## config.mk

```make
export PLATFORM = sky130hd
export DESIGN_NAME = div_unit
export DESIGN_NICKNAME = d
export VERILOG_FILES = /design/src/rtl/div_unit_pkg.sv /design/src/rtl/div_step.sv /design/src/rtl/div_unit.sv
export SDC_FILE = /design/constraint.sdc
export NUM_CORES = 1
export LEC_CHECK = 0
export ABC_AREA = 1
export BUFFER_PORTS_ARGS = -buffer_cell sky130_fd_sc_hd__buf_2
export CAP_MARGIN = 20
export CORE_MARGIN = 3
export CORE_UTILIZATION = 45
export DETAILED_ROUTE_END_ITERATION = 10
export PLACE_DENSITY = 0.63
export REMOVE_ABC_BUFFERS = 1
export SLEW_MARGIN = 20
export SYNTH_ARGS = -nofsm -noshare
export SYNTH_HDL_FRONTEND = slang
export SYNTH_SLANG_ARGS = --single-unit
```

## constraint.sdc

```tcl
create_clock -name clk -period 2.3 [get_ports clk]
set_input_delay 0.46 -clock clk [delete_from_list [all_inputs] [get_ports clk]]
set_output_delay 0.46 -clock clk [all_outputs]
set_load 0.05 [all_outputs]
```

## src/rtl/div_unit_pkg.sv

```systemverilog
// Shared definitions for the iterative divider.
//   DIV_WIDTH_DEF : default operand/result width
//   div_state_e   : controller state encoding (IDLE / RUN / FIN), 2 bits
package div_unit_pkg;

    localparam int DIV_WIDTH_DEF = 16;

    typedef enum logic [1:0] {
        kDIV_IDLE = 2'd0,
        kDIV_RUN  = 2'd1,
        kDIV_FIN  = 2'd2
    } div_state_e;

endpackage

```

## src/rtl/div_step.sv

```systemverilog
// One restoring-division step, purely combinational.
//   rem_i  : partial remainder (always < dvs_i)
//   bit_i  : next dividend bit shifted in at the bottom
//   dvs_i  : divisor magnitude
//   rem_o  : next partial remainder
//   qbit_o : quotient bit retired by this step
module div_step #(
    parameter int WIDTH = 16
) (
    input  logic [WIDTH-1:0] rem_i,
    input  logic             bit_i,
    input  logic [WIDTH-1:0] dvs_i,
    output logic [WIDTH-1:0] rem_o,
    output logic             qbit_o
);

    logic [WIDTH:0] shifted;
    logic [WIDTH:0] trial;

    // The full remainder is kept in the shift so divisors above half range
    // stay exact. Because rem_i < dvs_i, shifted < 2*dvs_i, so the trial
    // difference fits WIDTH+1 bits and its top bit is a clean borrow flag.
    assign shifted = {rem_i, bit_i};
    assign trial   = shifted - {1'b0, dvs_i};
    assign qbit_o  = ~trial[WIDTH];
    assign rem_o   = qbit_o ? trial[WIDTH-1:0] : shifted[WIDTH-1:0];

endmodule

```

## src/rtl/div_unit.sv

```systemverilog
// Iterative restoring divider, one quotient bit per enabled cycle.
//   clk, reset_n     : clock, asynchronous active-low reset
//   ready            : global clock enable, all state holds while low
//   start, signed_op : request and operand mode, sampled when idle/finished
//   dividend, divisor: operands, sampled with start
//   busy, done       : operation in progress / one-cycle result-valid pulse
//   quotient, remainder, div_by_zero : results, held until the next result
module div_unit
    import div_unit_pkg::*;
#(
    parameter int WIDTH = DIV_WIDTH_DEF,
    parameter int CNT_W = $clog2(WIDTH)
) (
    input  logic             clk,
    input  logic             reset_n,
    input  logic             ready,
    input  logic             start,
    input  logic             signed_op,
    input  logic [WIDTH-1:0] dividend,
    input  logic [WIDTH-1:0] divisor,
    output logic             busy,
    output logic             done,
    output logic [WIDTH-1:0] quotient,
    output logic [WIDTH-1:0] remainder,
    output logic             div_by_zero
);

    localparam logic [CNT_W-1:0] CNT_LOAD = CNT_W'(WIDTH - 1);

    function automatic logic [WIDTH-1:0] neg2(input logic [WIDTH-1:0] x);
        return ~x + {{(WIDTH-1){1'b0}}, 1'b1};
    endfunction

    function automatic logic [WIDTH-1:0] mag(input logic [WIDTH-1:0] x, input logic sgn);
        return (sgn && x[WIDTH-1]) ? neg2(x) : x;
    endfunction

    // Control and visible results
    div_state_e       state_q, state_d;
    logic [CNT_W-1:0] cnt_q, cnt_d;
    logic             corr_q, corr_d;
    logic [WIDTH-1:0] quotient_q, quotient_d;
    logic [WIDTH-1:0] remainder_q, remainder_d;
    logic             dbz_q, dbz_d;

    // Datapath working registers
    logic [WIDTH-1:0] rem_q, rem_d;
    logic [WIDTH-1:0] quo_q, quo_d;
    logic [WIDTH-1:0] dvs_q, dvs_d;
    logic             negq_q, negq_d;
    logic             negr_q, negr_d;

    logic [WIDTH-1:0] step_rem;
    logic             step_qbit;

    div_step #(.WIDTH(WIDTH)) u_step (
        .rem_i  (rem_q),
        .bit_i  (quo_q[WIDTH-1]),
        .dvs_i  (dvs_q),
        .rem_o  (step_rem),
        .qbit_o (step_qbit)
    );

    always_comb begin
        state_d     = state_q;
        cnt_d       = cnt_q;
        corr_d      = corr_q;
        quotient_d  = quotient_q;
        remainder_d = remainder_q;
        dbz_d       = dbz_q;
        rem_d       = rem_q;
        quo_d       = quo_q;
        dvs_d       = dvs_q;
        negq_d      = negq_q;
        negr_d      = negr_q;

        if (ready) begin
            case (state_q)
                kDIV_IDLE, kDIV_FIN: begin
                    state_d = kDIV_IDLE;
                    if (start) begin
                        rem_d  = '0;
                        quo_d  = mag(dividend, signed_op);
                        dvs_d  = mag(divisor, signed_op);
                        negq_d = signed_op & (dividend[WIDTH-1] ^ divisor[WIDTH-1]);
                        negr_d = signed_op & dividend[WIDTH-1];
                        cnt_d  = CNT_LOAD;
                        corr_d = 1'b0;
                        if (divisor == '0) begin
                            state_d     = kDIV_FIN;
                            quotient_d  = '1;
                            remainder_d = dividend;
                            dbz_d       = 1'b1;
                        end else begin
                            state_d = kDIV_RUN;
                        end
                    end
                end
                kDIV_RUN: begin
                    // After the last quotient bit, one more cycle applies the
                    // sign fix-up and publishes the results; busy is already
                    // low then, but a start in that cycle is not accepted.
                    if (corr_q) begin
                        state_d     = kDIV_FIN;
                        corr_d      = 1'b0;
                        quotient_d  = negq_q ? neg2(quo_q) : quo_q;
                        remainder_d = negr_q ? neg2(rem_q) : rem_q;
                        dbz_d       = 1'b0;
                    end else begin
                        rem_d = step_rem;
                        // Dividend bits leave at the top while quotient bits
                        // enter at the bottom of the same register.
                        quo_d = {quo_q[WIDTH-2:0], step_qbit};
                        if (cnt_q == '0) begin
                            corr_d = 1'b1;
                        end else begin
                            cnt_d = cnt_q - 1'b1;
                        end
                    end
                end
                default: state_d = kDIV_IDLE;
            endcase
        end
    end

    always_ff @(posedge clk or negedge reset_n) begin
        if (!reset_n) begin
            state_q     <= kDIV_IDLE;
            cnt_q       <= '0;
            corr_q      <= 1'b0;
            quotient_q  <= '0;
            remainder_q <= '0;
            dbz_q       <= 1'b0;
        end else begin
            state_q     <= state_d;
            cnt_q       <= cnt_d;
            corr_q      <= corr_d;
            quotient_q  <= quotient_d;
            remainder_q <= remainder_d;
            dbz_q       <= dbz_d;
        end
    end

    always_ff @(posedge clk) begin
        rem_q  <= rem_d;
        quo_q  <= quo_d;
        dvs_q  <= dvs_d;
        negq_q <= negq_d;
        negr_q <= negr_d;
    end

    assign busy        = (state_q == kDIV_RUN) && !corr_q;
    assign done        = (state_q == kDIV_FIN);
    assign quotient    = quotient_q;
    assign remainder   = remainder_q;
    assign div_by_zero = dbz_q;

endmodule
```

# After elaboration in Yosys (flattened, before gate mapping)
# Index checks and enable logic that the tools add are counted.
# op_classes
bitwise_logic	8
mux	35
add_sub_neg	6
eq_ne	7
reduce_logical	15
# ops
operator	count
$mux 16	15
$pmux 16 s2	4
$add 16x1->16 const B	4
$not 16->16	4
$sub 17x16->17	1
$logic_not 16->1	1
$mux 4	3
$ne 2x2->1 const B	5
$reduce_and 5->1	2
$pmux 4 s2	1
$mux 1	6
$mux 2	3
$reduce_and 3->1	2
$logic_not 4->1	1
$pmux 1 s2	2
$pmux 2 s2	1
$reduce_and 4->1	1
$sub 4x1->4 const B	1
$logic_and 1x1->1	3
$and 1x1->1	2
$eq 2x1->1 const B	1
$eq 2x2->1 const B	1
$logic_not 2->1	1
$reduce_and 2->1	1
5 further kinds	5
# word_totals
reg_bits	90
word_cells	82
in_bits	37

# Longest topological paths before layout
# depth
ltp_word	5
ltp_mapped	16
ltp_nobuf	15

# Cells and area by module
# A second synthesis with hierarchy kept.
# unflattened
cells_unflattened	943
area_unflattened_um2	6596.3
# by_module_without_submodules
mod	cells_each	seq_area_each_um2	area_each_um2	instances
div_unit	660	2502.4	5133.7	1
div_step	283	0.0	1462.7	1

# Least setup slack after synthesis
# OpenSTA, ideal clock, no wires.
# synth_path
path_kind	reg2reg
from	register quo_q[15]
to	register rem_q[1] (data pin)
required_time_ns	2.044
path_buffers	1
path_stages_with_launch	15
setup_ns	0.256
arrival_time_ns	1.857
path_slack_ns	0.187
path_cell_list	edfxtp_1 -> inv_1 -> ha_1 -> fa_1 -> inv_1 -> nand2_1 -> nand2_1 -> nand3_1 -> nand2_2 -> nand2_2 -> nand3_1 -> nand2_4 -> buf_6 -> nor2_1 -> a21oi_2
# synth_via
elab_chain_len	4
# synth_lines
item	line	source
start, declared	div_unit.sv:48	logic [WIDTH-1:0] quo_q, quo_d;
start signal, assigned	div_unit.sv:146	quo_q <= quo_d;
$sub 17x16->17	div_step.sv:24	assign trial = shifted - {1'b0, dvs_i};
$mux 16	div_step.sv:26	assign rem_o = qbit_o ? trial[WIDTH-1:0] : shifted[WIDTH-1:0];
$mux 16	div_unit.sv:103	if (corr_q) begin
$pmux 16 s2	div_unit.sv:78	case (state_q)
end signal, assigned	div_unit.sv:145	rem_q <= rem_d;
end, declared	div_unit.sv:47	logic [WIDTH-1:0] rem_q, rem_d;
# Every way passes these cells. The select of a mux whose other input is x is not followed.
# A chain may end at the register's enable or synchronous reset.

# Final worst setup path
# layout_path
from	register rem_q[9]
to	register rem_q[9] (data pin)
# layout_via
elab_chain_len	4
# layout_lines
item	line
$sub 17x16->17	div_step.sv:24
$mux 16	div_step.sv:26
$mux 16	div_unit.sv:103
$pmux 16 s2	div_unit.sv:78
# Every way passes these cells. The select of a mux whose other input is x is not followed.

==> impl_metrics.json <==
{
  "synth-seq-area-share_pct": 39.8,
  "regArea_um2": 2500,
  "worstPathArrival_ps": 2270,
  "die_h_um": 124,
  "max_freq_mhz": 460,
  "finalHoldViolCount": 0,
  "place_hpwl_um": 12200,
  "drtAntennaViolNets": 0,
  "cts_buffer_depth": 2,
  "syn_inst": 908,
  "cts_tree": "yes",
  "crit_type": "reg2reg",
  "finalClockSkew_ps": 10.2,
  "synthArstFlopShare_pct": 44.4,
  "cp-start-kind": "flop",
  "hold_ws_ps": 93.6,
  "gp_congestion": 0.864,
  "wirelength_um": 15900,
  "worstPathRequired_ps": 2400,
  "cap_violations": 0,
  "cts.sink_count": 90,
  "drive_gt1_share_pct": 13.2,
  "synth_edf_count": 50,
  "core-area_um2": 13500,
  "yosysWarnings": 0,
  "r2r_end": "rem_q[9]",
  "min_path_type": "in2async",
  "synthesis.area_um2": 6290,
  "layout_setup_ws_ps": 128,
  "netSwitchingFraction_pct": 47.6,
  "dp_slack_ps": 32.8,
  "crit-reg2reg-launch": "rem_q[9]",
  "grt_max_degree": 39,
  "numCtsBuffers": 9,
  "drcViolationCount": 0,
  "seq_power_share_pct": 29.5,
  "hold_buffers": 0,
  "via_per_inst": 4.99,
  "port_buffers": 71,
  "min_period_ps": 2170,
  "die-area_um2": 15400,
  "yosysUniqueCellTypes": 37,
  "grt.overflow.total": 0,
  "synth_seq_cells": 90,
  "final_nets": 1053,
  "clk_pin_slew_ps": 70,
  "rsz0062_at_grt": "no",
  "path_max_fanout": 8,
  "final_common_cell": "nand2_1",
  "vias": 5861,
  "firstDrtPassIters": 5,
  "mostFrequentLayoutCells": "nand2_1, inv_1, nor2_1, buf_2, o21ai_0",
  "die_x_um": 124,
  "first_global_vias": 5249,
  "synth_ff_type": "edfxtp_1",
  "r2r.worst_path.cells": 11,
  "p_leak_nw": 3.90,
  "clock-root-buffer": "clkbuf_16",
  "worst_setup_path_end_kind": "flop",
  "p_comb_share_pct": 52.0,
  "drtIter0Drc": 432,
  "clk_latency_ps": 350,
  "final_max_slew_viol_count": 0,
  "r2r_setup_slack_ps": 130,
  "multiInputGateArea_um2": 3140,
  "setup_viol": 0,
  "htreeDepth": 3,
  "fp-row-count": 42,
  "status": "finished, final reports clean",
  "drt-wirelength-per-cell_um": 13.6,
  "power.internal_mw": 4.72,
  "fill_cells": 1334,
  "grt_first_pass_wirelength_um": 25300,
  "ir_drop_mv": 0.762,
  "antenna_found_initial": 0,
  "start_util_pct": 46.8,
  "synthToLayoutAreaGrowth_pct": 16.9,
  "antenna_cells": 0,
  "synth.avg_cell_area_um2": 6.93,
  "worst_pin_slew_ps": 563,
  "grt.total_usage_pct": 20.0,
  "powerDensity_nw_per_um2": 1220,
  "ios": 72,
  "slew_headroom_pct": 62.5,
  "p_switching_mw": 4.28,
  "fin_crit_sh_pct": 94.4,
  "clock_power_share_pct": 18.6
}
## flip-flops by register name (all words and copies together), names as in the netlist
signal       cells
div_by_zero      1
quo_q           16
dvs_q           16
negq_q           1
corr_q           1
quotient        16
negr_q           1
cnt_q            4
state_q          2
remainder       16
rem_q           16
## logic make-up (layout without fill, tap and decap cells)
kind of cell,after synthesis,in the layout,share of synthesized area [%]
AOI/OAI and AO/OA,112,112,9.81
buffers and inverters,179,268,11.4
DFF,90,90,39.8
and+or+nand+nor,482,484,31.3
xor gates and xnor gates,23,23,3.20
adders and majority gates,22,22,4.50
## per-layer routing
layer  up-vias  global-route usage, %  wire, µm
li1       3041                      -         -
met1      2672                   28.2      7660
met2       132                   32.1      7270
met3        16                   2.62       735
met4         0                   6.38       257
met5         -                      0         0
## worst max-delay path, stage by stage (launching register included)
cell	delay, ps
edfxtp_1	430
ha_1	400
nand2_2	120
inv_2	40
nand2_1	60
nand2_1	100
a21oi_4	230
nand2_2	120
nand2_4	130
nand2_4	110
nor2_1	130
nor2_1	50
## cells in the mapped netlist, drive strengths merged (2+ instances only)
master    n  area (µm²)
nor3     12        65.1
nor2     99         374
inv     159         597
o211ai    3        22.5
a22oi     5        37.5
o21ai    66         330
or2       2        12.5
a21oi    27         146
edfxtp   50        1500
nand2   296        1130
ha       21         263
xnor2     4        35.0
nand3    64         330
clkbuf    6        22.5
o31ai     7        52.6
buf      14        96.3
nand4     7        43.8
dfrtp    40        1000
a21boi    2        15.0
xor2     19         166
## area by class of cell
cell class | count | area share (%)
flip-flops and latches | 90 | 34.0
clock buffers | 14 | 4.47
clock inverters | 2 | 0.238
multi-input cells | 641 | 42.7
well taps | 176 | 2.99
inverters | 159 | 8.12
repair buffers | 93 | 7.42
## how the worst max path moves through the flow
stage | startpoint | end | slack [ps] | cells after the start
finish | rem_q[9] | rem_q[9] | 130 | 11
global route | dvs_q[0] | rem_q[0] | 10 | 14
CTS | dvs_q[0] | rem_q[0] | 30 | 14
detailed placement | dvs_q[0] | rem_q[0] | 30 | 14
global placement | dvs_q[0] | rem_q[10] | 100 | 12
floorplan | state_q[0] | quo_q[13] | -510 | 6
## power by group through the flow
stage,logic (mW),registers [mW],clock network [mW]
after floorplan,2.37,3.61,0
after global placement,4.51,2.67,0
after detailed placement,4.55,2.67,0
after CTS,4.57,2.65,1.69
after global routing,5.19,2.72,1.76
final,4.68,2.65,1.67
## per-stage QoR
stage	area [µm²]	setup TNS [ps]	std cells	power [mW]	utilization, %
after floorplan	6170	-10050	888	5.98	-
after global placement	6930	0	1156	7.18	51.5
after detailed placement	6930	0	1156	7.22	51.5
after CTS	7280	0	1172	8.91	54.1
after global routing	7350	0	1175	9.67	54.7
final	7350	0	1175	9.00	54.7
## timing repair
action | 4_1_cts | 5_1_grt
setup endpoints to repair | 0 | 16
gates resized for setup | 0 | 13
buffers inserted | 0 | 1
Power figures use the tool's default switching activity.
